## config.mk

```make
export PLATFORM = sky130hd
export DESIGN_NAME = sd_pic_rd_sched
export DESIGN_NICKNAME = d
export VERILOG_FILES = /design/src/rtl/sd_pic_rd_sched.sv
export SDC_FILE = /design/constraint.sdc
export NUM_CORES = 1
export LEC_CHECK = 0
export CAP_MARGIN = 20
export CORE_ASPECT_RATIO = 0.5
export CORE_MARGIN = 4
export CORE_UTILIZATION = 60
export CTS_CLUSTER_DIAMETER = 30
export DETAILED_ROUTE_END_ITERATION = 10
export GPL_TIMING_DRIVEN = 1
export PLACE_DENSITY_LB_ADDON = 0.1
export SETUP_SLACK_MARGIN = 0.15
export SYNTH_ARGS = -nofsm -noshare
export SYNTH_HDL_FRONTEND = slang
export SYNTH_SLANG_ARGS = --single-unit
```

## constraint.sdc

```tcl
create_clock -name sys_clk -period 7.6 [get_ports sys_clk]
set_input_delay 1.14 -clock sys_clk [delete_from_list [all_inputs] [get_ports sys_clk]]
set_output_delay 1.14 -clock sys_clk [all_outputs]
set_load 0.01 [all_outputs]
```

## src/rtl/sd_pic_rd_sched.sv

```systemverilog
// -----------------------------------------------------------------------------
// sd_pic_rd_sched
//   Reads one full picture from the SD card, one sector at a time, once card
//   init is complete. Each sector is requested from sd_ctrl only when the
//   SDRAM write FIFO has room for the whole sector. Incoming sector words are
//   forwarded (registered, one cycle of latency) into that FIFO.
//   The block reports a one-cycle pic_done pulse when every sector has been
//   delivered. It raises a sticky err on a timeout or on a sector whose word
//   count is wrong.
//
// Ports
//   sys_clk       in   1      50 MHz clock
//   sys_rst_n     in   1      asynchronous reset, active low
//   init_end      in   1      SD card init complete (level)
//   start         in   1      one-cycle pulse: read a picture (IDLE only)
//   rd_busy       in   1      sd_ctrl read in progress
//   rd_data_en    in   1      rd_data valid strobe
//   rd_data       in   16     sector data word
//   fifo_free     in   CNT_W  free words in the write FIFO
//   rd_en         out  1      read request to sd_ctrl
//   rd_addr       out  32     sector address to sd_ctrl
//   wr_fifo_en    out  1      FIFO write strobe
//   wr_fifo_data  out  16     FIFO write data
//   busy          out  1      picture read in progress
//   pic_done      out  1      one-cycle pulse: picture complete
//   err           out  1      sticky error, cleared only by reset
// -----------------------------------------------------------------------------
module sd_pic_rd_sched #(
  parameter logic [31:0] START_SECTOR  = 32'd16640,
  parameter logic [31:0] SECTOR_NUM    = 32'd1200,
  parameter logic [8:0]  WORDS_PER_SEC = 9'd256,
  parameter int          CNT_W         = 11,
  parameter logic [23:0] TIMEOUT       = 24'd5_000_000,
  parameter bit          AUTO_START    = 1'b1
) (
  input  logic             sys_clk,
  input  logic             sys_rst_n,
  input  logic             init_end,
  input  logic             start,
  input  logic             rd_busy,
  input  logic             rd_data_en,
  input  logic [15:0]      rd_data,
  input  logic [CNT_W-1:0] fifo_free,
  output logic             rd_en,
  output logic [31:0]      rd_addr,
  output logic             wr_fifo_en,
  output logic [15:0]      wr_fifo_data,
  output logic             busy,
  output logic             pic_done,
  output logic             err
);

  typedef enum logic [2:0] {
    S_IDLE,
    S_SPACE,
    S_REQ,
    S_RD,
    S_NEXT,
    S_DONE
  } state_t;

  // The word counter is one bit wider than the sector size so that a surplus
  // word can be told apart from an exact count at the end of the sector.
  localparam logic [9:0] WPS = {1'b0, WORDS_PER_SEC};

  state_t        state_reg, state_next;
  logic [31:0]   sector_cnt_reg, sector_cnt_next;
  logic [9:0]    word_cnt_reg, word_cnt_next;
  logic [23:0]   tmo_cnt_reg, tmo_cnt_next;
  logic          err_reg, err_next;
  logic          rd_en_reg, rd_en_next;
  logic [31:0]   rd_addr_reg, rd_addr_next;
  logic          wr_en_reg, wr_en_next;
  logic [15:0]   wr_data_reg, wr_data_next;
  logic          pic_done_reg, pic_done_next;
  logic          init_end_d_reg;
  logic          rd_busy_d_reg;

  logic          init_rise;
  logic          busy_fall;
  logic          go;
  logic          free_ok;
  logic          tmo_hit;

  assign init_rise = init_end && !init_end_d_reg;
  assign busy_fall = rd_busy_d_reg && !rd_busy;
  // A start pulse and an init_end edge in the same cycle simply both request
  // the same single run.
  assign go        = (start || (AUTO_START && init_rise)) && init_end && !err_reg;
  assign free_ok   = 32'(fifo_free) >= 32'(WORDS_PER_SEC);
  // The counter starts at 0 on state entry, so TIMEOUT-1 marks the end of
  // TIMEOUT full cycles spent waiting.
  assign tmo_hit   = (tmo_cnt_reg == TIMEOUT - 24'd1);

  always_comb begin
    state_next      = state_reg;
    sector_cnt_next = sector_cnt_reg;
    word_cnt_next   = word_cnt_reg;
    err_next        = err_reg;
    rd_addr_next    = rd_addr_reg;
    wr_en_next      = 1'b0;
    wr_data_next    = wr_data_reg;

    case (state_reg)
      S_IDLE: begin
        sector_cnt_next = 32'd0;
        word_cnt_next   = 10'd0;
        if (go) state_next = S_SPACE;
      end
      S_SPACE: begin
        if (free_ok) begin
          state_next   = S_REQ;
          rd_addr_next = START_SECTOR + sector_cnt_reg;
        end
      end
      S_REQ: begin
        if (rd_busy) state_next = S_RD;
      end
      S_RD: begin
        if (rd_data_en) begin
          // Surplus words are dropped; the counter still moves past WPS so
          // the mismatch is caught when the sector ends.
          if (word_cnt_reg < WPS) begin
            wr_en_next   = 1'b1;
            wr_data_next = rd_data;
          end
          if (word_cnt_reg <= WPS) word_cnt_next = word_cnt_reg + 10'd1;
        end
        if (busy_fall) state_next = S_NEXT;
      end
      S_NEXT: begin
        if (word_cnt_reg != WPS) begin
          err_next   = 1'b1;
          state_next = S_IDLE;
        end else begin
          word_cnt_next   = 10'd0;
          sector_cnt_next = sector_cnt_reg + 32'd1;
          state_next      = (sector_cnt_reg + 32'd1 == SECTOR_NUM) ? S_DONE : S_SPACE;
        end
      end
      S_DONE: begin
        state_next = S_IDLE;
      end
      default: begin
        state_next = S_IDLE;
      end
    endcase

    // Losing the card aborts silently; a stalled transfer aborts with err.
    if (state_reg != S_IDLE && !init_end) begin
      state_next = S_IDLE;
      wr_en_next = 1'b0;
    end else if ((state_reg == S_REQ || state_reg == S_RD) && tmo_hit) begin
      err_next   = 1'b1;
      state_next = S_IDLE;
    end

    if (state_next == S_IDLE) rd_addr_next = 32'd0;

    if (state_next == state_reg && (state_reg == S_REQ || state_reg == S_RD))
      tmo_cnt_next = tmo_cnt_reg + 24'd1;
    else
      tmo_cnt_next = 24'd0;

    // Registered from the next state so rd_en and pic_done line up exactly
    // with the REQ and DONE states.
    rd_en_next    = (state_next == S_REQ);
    pic_done_next = (state_next == S_DONE);
  end

  always_ff @(posedge sys_clk or negedge sys_rst_n) begin
    if (!sys_rst_n) begin
      state_reg      <= S_IDLE;
      sector_cnt_reg <= 32'd0;
      word_cnt_reg   <= 10'd0;
      tmo_cnt_reg    <= 24'd0;
      err_reg        <= 1'b0;
      rd_en_reg      <= 1'b0;
      rd_addr_reg    <= 32'd0;
      wr_en_reg      <= 1'b0;
      wr_data_reg    <= 16'd0;
      pic_done_reg   <= 1'b0;
      init_end_d_reg <= 1'b0;
      rd_busy_d_reg  <= 1'b0;
    end else begin
      state_reg      <= state_next;
      sector_cnt_reg <= sector_cnt_next;
      word_cnt_reg   <= word_cnt_next;
      tmo_cnt_reg    <= tmo_cnt_next;
      err_reg        <= err_next;
      rd_en_reg      <= rd_en_next;
      rd_addr_reg    <= rd_addr_next;
      wr_en_reg      <= wr_en_next;
      wr_data_reg    <= wr_data_next;
      pic_done_reg   <= pic_done_next;
      init_end_d_reg <= init_end;
      rd_busy_d_reg  <= rd_busy;
    end
  end

  assign rd_en        = rd_en_reg;
  assign rd_addr      = rd_addr_reg;
  assign wr_fifo_en   = wr_en_reg;
  assign wr_fifo_data = wr_data_reg;
  assign busy         = (state_reg != S_IDLE);
  assign pic_done     = pic_done_reg;
  assign err          = err_reg;

endmodule

```

==> results of run 1 <==
worst paths after layout:
path	startpoint	to	slack, ns	cells past startpoint
worst min-delay path	wr_fifo_data[15]	wr_fifo_data[15]	0.50	1
worst max register to register	word_cnt_reg[2]	tmo_cnt_reg[3]	4.14	7
max in group asynchronous	sys_rst_n	sector_cnt_reg[5]	5.52	2
worst min register to register	wr_fifo_data[15]	wr_fifo_data[15]	0.50	1
min in group asynchronous	sys_rst_n	tmo_cnt_reg[15]	0.84	1
worst max-delay path	word_cnt_reg[2]	tmo_cnt_reg[3]	4.14	7
worst reg2reg max path, delay by kind of cell, from the launching register on:
| kind | cells | cell delay (ns) |
|---|---|---|
| simple gates | 6 | 2.65 |
| flops | 1 | 0.42 |
| mux | 1 | 0.29 |
cells by family after synthesis:
kind of cell,after synthesis,synth area share (%)
AOI/OAI and AO/OA,135,13.2
and+or+nand+nor,338,25.1
buffers and inverters,62,3.72
DFF,123,45.5
adders and majority gates,7,1.26
muxes,20,3.27
xor gates and xnor gates,62,8.03
cell type report:
class	count	area [sq um]	area share, %
timing repair buffer	83	813	10.0
inverter	7	26.3	0.324
sequential	123	3080	37.9
tap	145	181	2.23
clock buffer	19	433	5.33
clock inverter	12	126	1.56
multi-input combinational	562	3460	42.6
cells in the final DEF, fill, tap and decap left out, types with 19 or more instances in the layout:
cell             count
a211oi_1            20
a21oi_1             30
clkdlybuf4s50_1     76
dfrtp_1            123
nand2_1             90
nand3_1             37
nand4_1             21
nor2_1             101
o21ai_0             32
o31ai_1             19
xnor2_1             26
xor2_1              36
per-layer routing:
| layer | global-route usage (%) | routed length [microns] | vias up |
|---|---|---|---|
| li1 | - | - | 2741 |
| met2 | 41.5 | 7960 | 228 |
| met5 | 0 | 0 | - |
| met4 | 8.28 | 289 | 0 |
| met1 | 38.9 | 7900 | 2846 |
| met3 | 6.56 | 1210 | 31 |
stage by stage:
step	cell area [sq um]	cells	util (%)	setup WS, ns	hold slack, ns
2_1_floorplan	6760	747	-	5.00	0.469
3_3_place_gp	7560	920	68.6	3.99	0.485
3_5_place_dp	7560	920	68.6	3.86	0.493
4_1_cts	8120	951	73.7	4.16	0.505
5_1_grt	8120	951	73.7	3.89	0.519
6_report	8120	951	73.7	4.14	0.503
power breakdown:
part	internal (uW)	switching (uW)	total, uW
Clock	478	301	779
Combinational	328	383	710
Sequential	767	73.0	840
==> key figures, run 1 <==
Run status
  – Status: finished, final reports clean

Setup path
  – CP Class: flop to flop
  – Worst path max stage delay: 0.56 ns
  – CP Buf/Inv Count: 0
  – Worst-path fanout max: 45
  – Crit path max-delay family: simple AND/OR/NAND/NOR gates
  – Crit-path cells: or4b_4 > nor3_4 > nand2_2 > nand2_1 > mux2i_1 > nand2_1 > nor2_1
  – CP Data Required Time: 7.93 ns
  – Crit path arrival time: 3.80 ns
  – CP Capture Type: flop
  – Worst setup SP type: flop
  – Most frequent CP cell: nand2_1
  – CP max stage cell: or4b_4

Global routing
  – First-pass GRT wire length: 28,600 microns
  – Vias in the first global route: 5,616
  – Overflow after GRT: 0
  – Initial antenna violation count: 0
  – Largest net degree at the start of global routing: 70
  – Gr usage total: 27.3%

Synthesis
  – Yosys top cell area share: 45.5%
  – Area leader, netlist: dfrtp_1
  – Mapped Area: 6760 sq um
  – Post-synth EDFFs: 0
  – Post-synthesis cell type count: 64
  – Sequential-to-total area share from yosys stat: 45.5%
  – Syn_nets: 786
  – Synth Register Bits: 123
  – Share of flip-flops with an asynchronous set or reset: 100%
  – Syn_area_per_cell: 9.05 sq um
  – Top cells by area, synth: dfrtp_1 46%, nor2_1 5.6%, nand2_1 5.0%
  – Top-count cell post-synth: dfrtp_1
  – Synth Flop Type: dfrtp_1
  – Post-synth top cells: 123 x dfrtp_1, 101 x nor2_1, 90 x nand2_1, 38 x clkbuf_1, 37 x nand3_1
  – Synth warn: 0
  – Mapped Cells: 747

Floorplan
  – Core area: 11,000 sq um
  – IO Count: 86
  – Die footprint: 13,100 sq um
  – Starting density of the core: 61.4%
  – Number of core rows: 27
  – Die span in y: 83.1 microns
  – Die width: 158 microns

Clock tree
  – CTS buffer count: 17
  – Post-CTS Setup Bufs: 0
  – Root Driver: clkbuf_16
  – Clock transition at the registers of the reported paths: 0.06 ns
  – Hold_buf cts: 0
  – Htree depth: 4
  – CTS tree: done
  – Skew-Pair Late Insertion Delay: 0.42 ns
  – Clk sinks: 123
  – Post-cts sizing count: 0
  – Max Root-Sink Buffers: 2

Timing
  – Final Hold Fails: 0
  – Final setup TNS: 0 ns
  – RSZ-0062 raised after global routing: false
  – Slew headroom: 39.3%
  – Slew Viols, Final: 0
  – Clock skew: 0.00903 ns
  – Crit share post-route: 45.6%
  – Fmax: 0.289 GHz
  – Slew @ Worst Pin: 0.908 ns
  – Final Critical Period: 3.46 ns
  – Setup violations, final: 0

Routing
  – DRC: 0
  – DR vias: 5,846
  – Total wire length: 17,400 microns
  – Post-route ant nets: 0
  – Drt initial violations: 547
  – Via/cell ratio: 6.15
  – Wire length per cell: 18.2 microns
  – Initial DRT Pass Iterations: 5

Finish
  – Fillers: 792
  – Final nets: 833
  – Share of post-route cells with drive strength above 1: 8.44%
  – Antenna Cells: 0
  – Layout area overhead: 20.1%

Hold path
  – Hold Path Class: flop to flop

Power
  – Lkg Pwr: 0.00325 uW
  – Maximum VDD drop: 0.186 mV
  – Power Density: 287 nW/um^2
  – Power Total: 2330 uW

Placement
  – GPL Wtd Cong: 0.902
  – Port bufs: 77
  – HPWL Detailed: 11,500 microns

Run
  – Maxcap violations: 0
No activity file was read; power rests on OpenSTA's default activity.
==> run 2, diff against run 1 <==
Settings changed: CORE_UTILIZATION 60 to 51.
Clock period 7.6 ns to 2.9 ns, I/O delays scaled along.
==> run 2 against run 1 <==
- total power increased to 2.7 times the previous value
- register-to-register slack got worse by 3.9 ns
- fmax increased by 32%
- sequential power increased to 2.6 times the previous value
- largest cell class unchanged
==> key figures, run 2 (synthesis gave the netlist of run 1 again) <==
Placement
  – GPL Wtd Cong: 0.943
  – Port bufs: 77
  – HPWL Detailed: 12,700 microns

Setup path
  – Worst setup SP type: flop
  – Crit path arrival time: 2.98 ns
  – CP Buf/Inv Count: 0
  – CP Capture Type: flop
  – Crit path max-delay family: simple AND/OR/NAND/NOR gates
  – CP Data Required Time: 3.25 ns
  – CP Class: flop to flop
  – Worst r2r dst: state_reg[2]
  – Worst reg-to-reg path cell count: 7
  – Setup slack, reg-to-reg: 0.27 ns
  – RR Startpoint: word_cnt_reg[2]
  – Worst path max stage delay: 0.56 ns
  – Crit-path cells: or4b_4 > nor3_4 > nand2_2 > or4b_1 > nor4_1 > nand4b_1 > nand2_1
  – CP max stage cell: or4b_4
  – Worst-path fanout max: 7

Finish
  – Util after Layout: 66.7%
  – Most common cell after layout, fill and taps aside: dfrtp_1
  – Share of post-route cells with drive strength above 1: 14.4%
  – Most frequent cells in the layout: 117 x dfrtp_1, 101 x nor2_1, 90 x nand2_1
  – Final nets: 874
  – Antenna Cells: 0
  – Layout area overhead: 26.4%

Global routing
  – Initial antenna violation count: 0
  – Vias in the first global route: 5,627
  – Largest net degree at the start of global routing: 66
  – First-pass GRT wire length: 29,000 microns
  – Overflow after GRT: 0
  – Gr usage total: 24.2%

Floorplan
  – Number of core rows: 29
  – Die footprint: 15,300 sq um
  – Die width: 171 microns
  – Core area: 12,800 sq um
  – Die span in y: 89.4 microns
  – IO Count: 86
  – Starting density of the core: 52.8%

Routing
  – DR vias: 5,922
  – Drt initial violations: 561
  – Via/cell ratio: 5.82
  – Post-route ant nets: 0
  – Initial DRT Pass Iterations: 5
  – Total wire length: 18,100 microns
  – Wire length per cell: 17.8 microns
  – DRC: 0

Power
  – Maximum VDD drop: 0.496 mV
  – Clock share of power: 34.7%
  – Switching part of the total: 32.7%
  – Seq pwr share: 35.0%
  – Logic pwr share: 30.3%
  – Lkg Pwr: 0.00347 uW
  – Power Density: 737 nW/um^2
  – Net Sw Power: 2060 uW
  – Power Total: 6300 uW
  – Internal Power: 4240 uW

Clock tree
  – Clk sinks: 123
  – Post-CTS Setup Bufs: 0
  – Max Root-Sink Buffers: 2
  – Hold_buf cts: 0
  – Root Driver: clkbuf_16
  – CTS tree: done
  – Clock transition at the registers of the reported paths: 0.06 ns
  – Skew-Pair Late Insertion Delay: 0.42 ns
  – CTS buffer count: 17
  – Post-cts sizing count: 0
  – Htree depth: 4

Timing
  – Final Critical Period: 2.63 ns
  – Clock skew: 0.0120 ns
  – Crit share post-route: 90.7%
  – Slew headroom: 44.8%
  – Setup violations, final: 0
  – Fmax: 0.380 GHz
  – Final Hold Fails: 0
  – Final setup TNS: 0 ns
  – Slew @ Worst Pin: 0.829 ns
  – Slew Viols, Final: 0
  – RSZ-0062 raised after global routing: false

Run status
  – Status: finished, final reports clean

Hold path
  – Hold Path Class: primary input to asynchronous set/reset pin

Run
  – Maxcap violations: 0
[run 2: changes by cell type in the layout (fill, tap and decap cells not counted), sizes merged]
cell,before,now
inv,7,13
clkinv,8,2
buf,7,48
clkinvlp,2,3
[run 2: worst max-delay path by stage]
stage,start,endpoint,slack (ns),depth (start not counted)
floorplan,sector_cnt_reg[6],state_reg[2],0.41,8
global placement,init_end,state_reg[2],0.26,7
detailed placement,fifo_free[9],rd_addr[12],0.21,8
CTS,sector_cnt_reg[1],state_reg[2],0.24,8
global route,word_cnt_reg[2],state_reg[2],0.16,7
finish,word_cnt_reg[2],state_reg[2],0.27,7
[run 2: metal layers]
| metal | wire length (microns) | up-vias | GRT usage [%] |
|---|---|---|---|
| met5 | 0 | - | 0 |
| met4 | 238 | 0 | 7.19 |
| met2 | 8060 | 209 | 37.6 |
| met1 | 8620 | 2860 | 34.5 |
| met3 | 1220 | 27 | 5.17 |
| li1 | - | 2826 | - |
[run 2: worst reg2reg max path: cells and delay by family (launching register included)]
| kind | cells | cell delay, ns |
|---|---|---|
| and+or+nand+nor | 7 | 2.15 |
| DFF | 1 | 0.43 |
[run 2: cell type report]
class / count / area, sq um
clock buffer: 19 / 453
clock inverter: 13 / 155
fill: 1047 / 4260
inverter: 7 / 26.3
multi-input combinational: 562 / 3480
sequential: 123 / 3090
tap: 170 / 213
timing repair buffer: 124 / 1130
[run 2: metrics by stage]
step	setup slack, ns	hold WS (ns)	instance area, sq um	instances
after global routing	0.163	0.188	8550	1018
after floorplan	0.409	0.139	6760	747
after global placement	0.264	0.479	7910	986
after CTS	0.237	0.141	8520	1018
after detailed placement	0.211	0.483	7910	986
final	0.270	0.108	8550	1018
[run 2: power by group through the flow]
stage	Clock [uW]	Sequential, uW	Combinational (uW)
6_report	2190	2200	1910
5_1_grt	2300	2240	2060
4_1_cts	2210	2200	1920
3_5_place_dp	0	2230	1900
3_3_place_gp	0	2220	1880
2_1_floorplan	0	2320	836
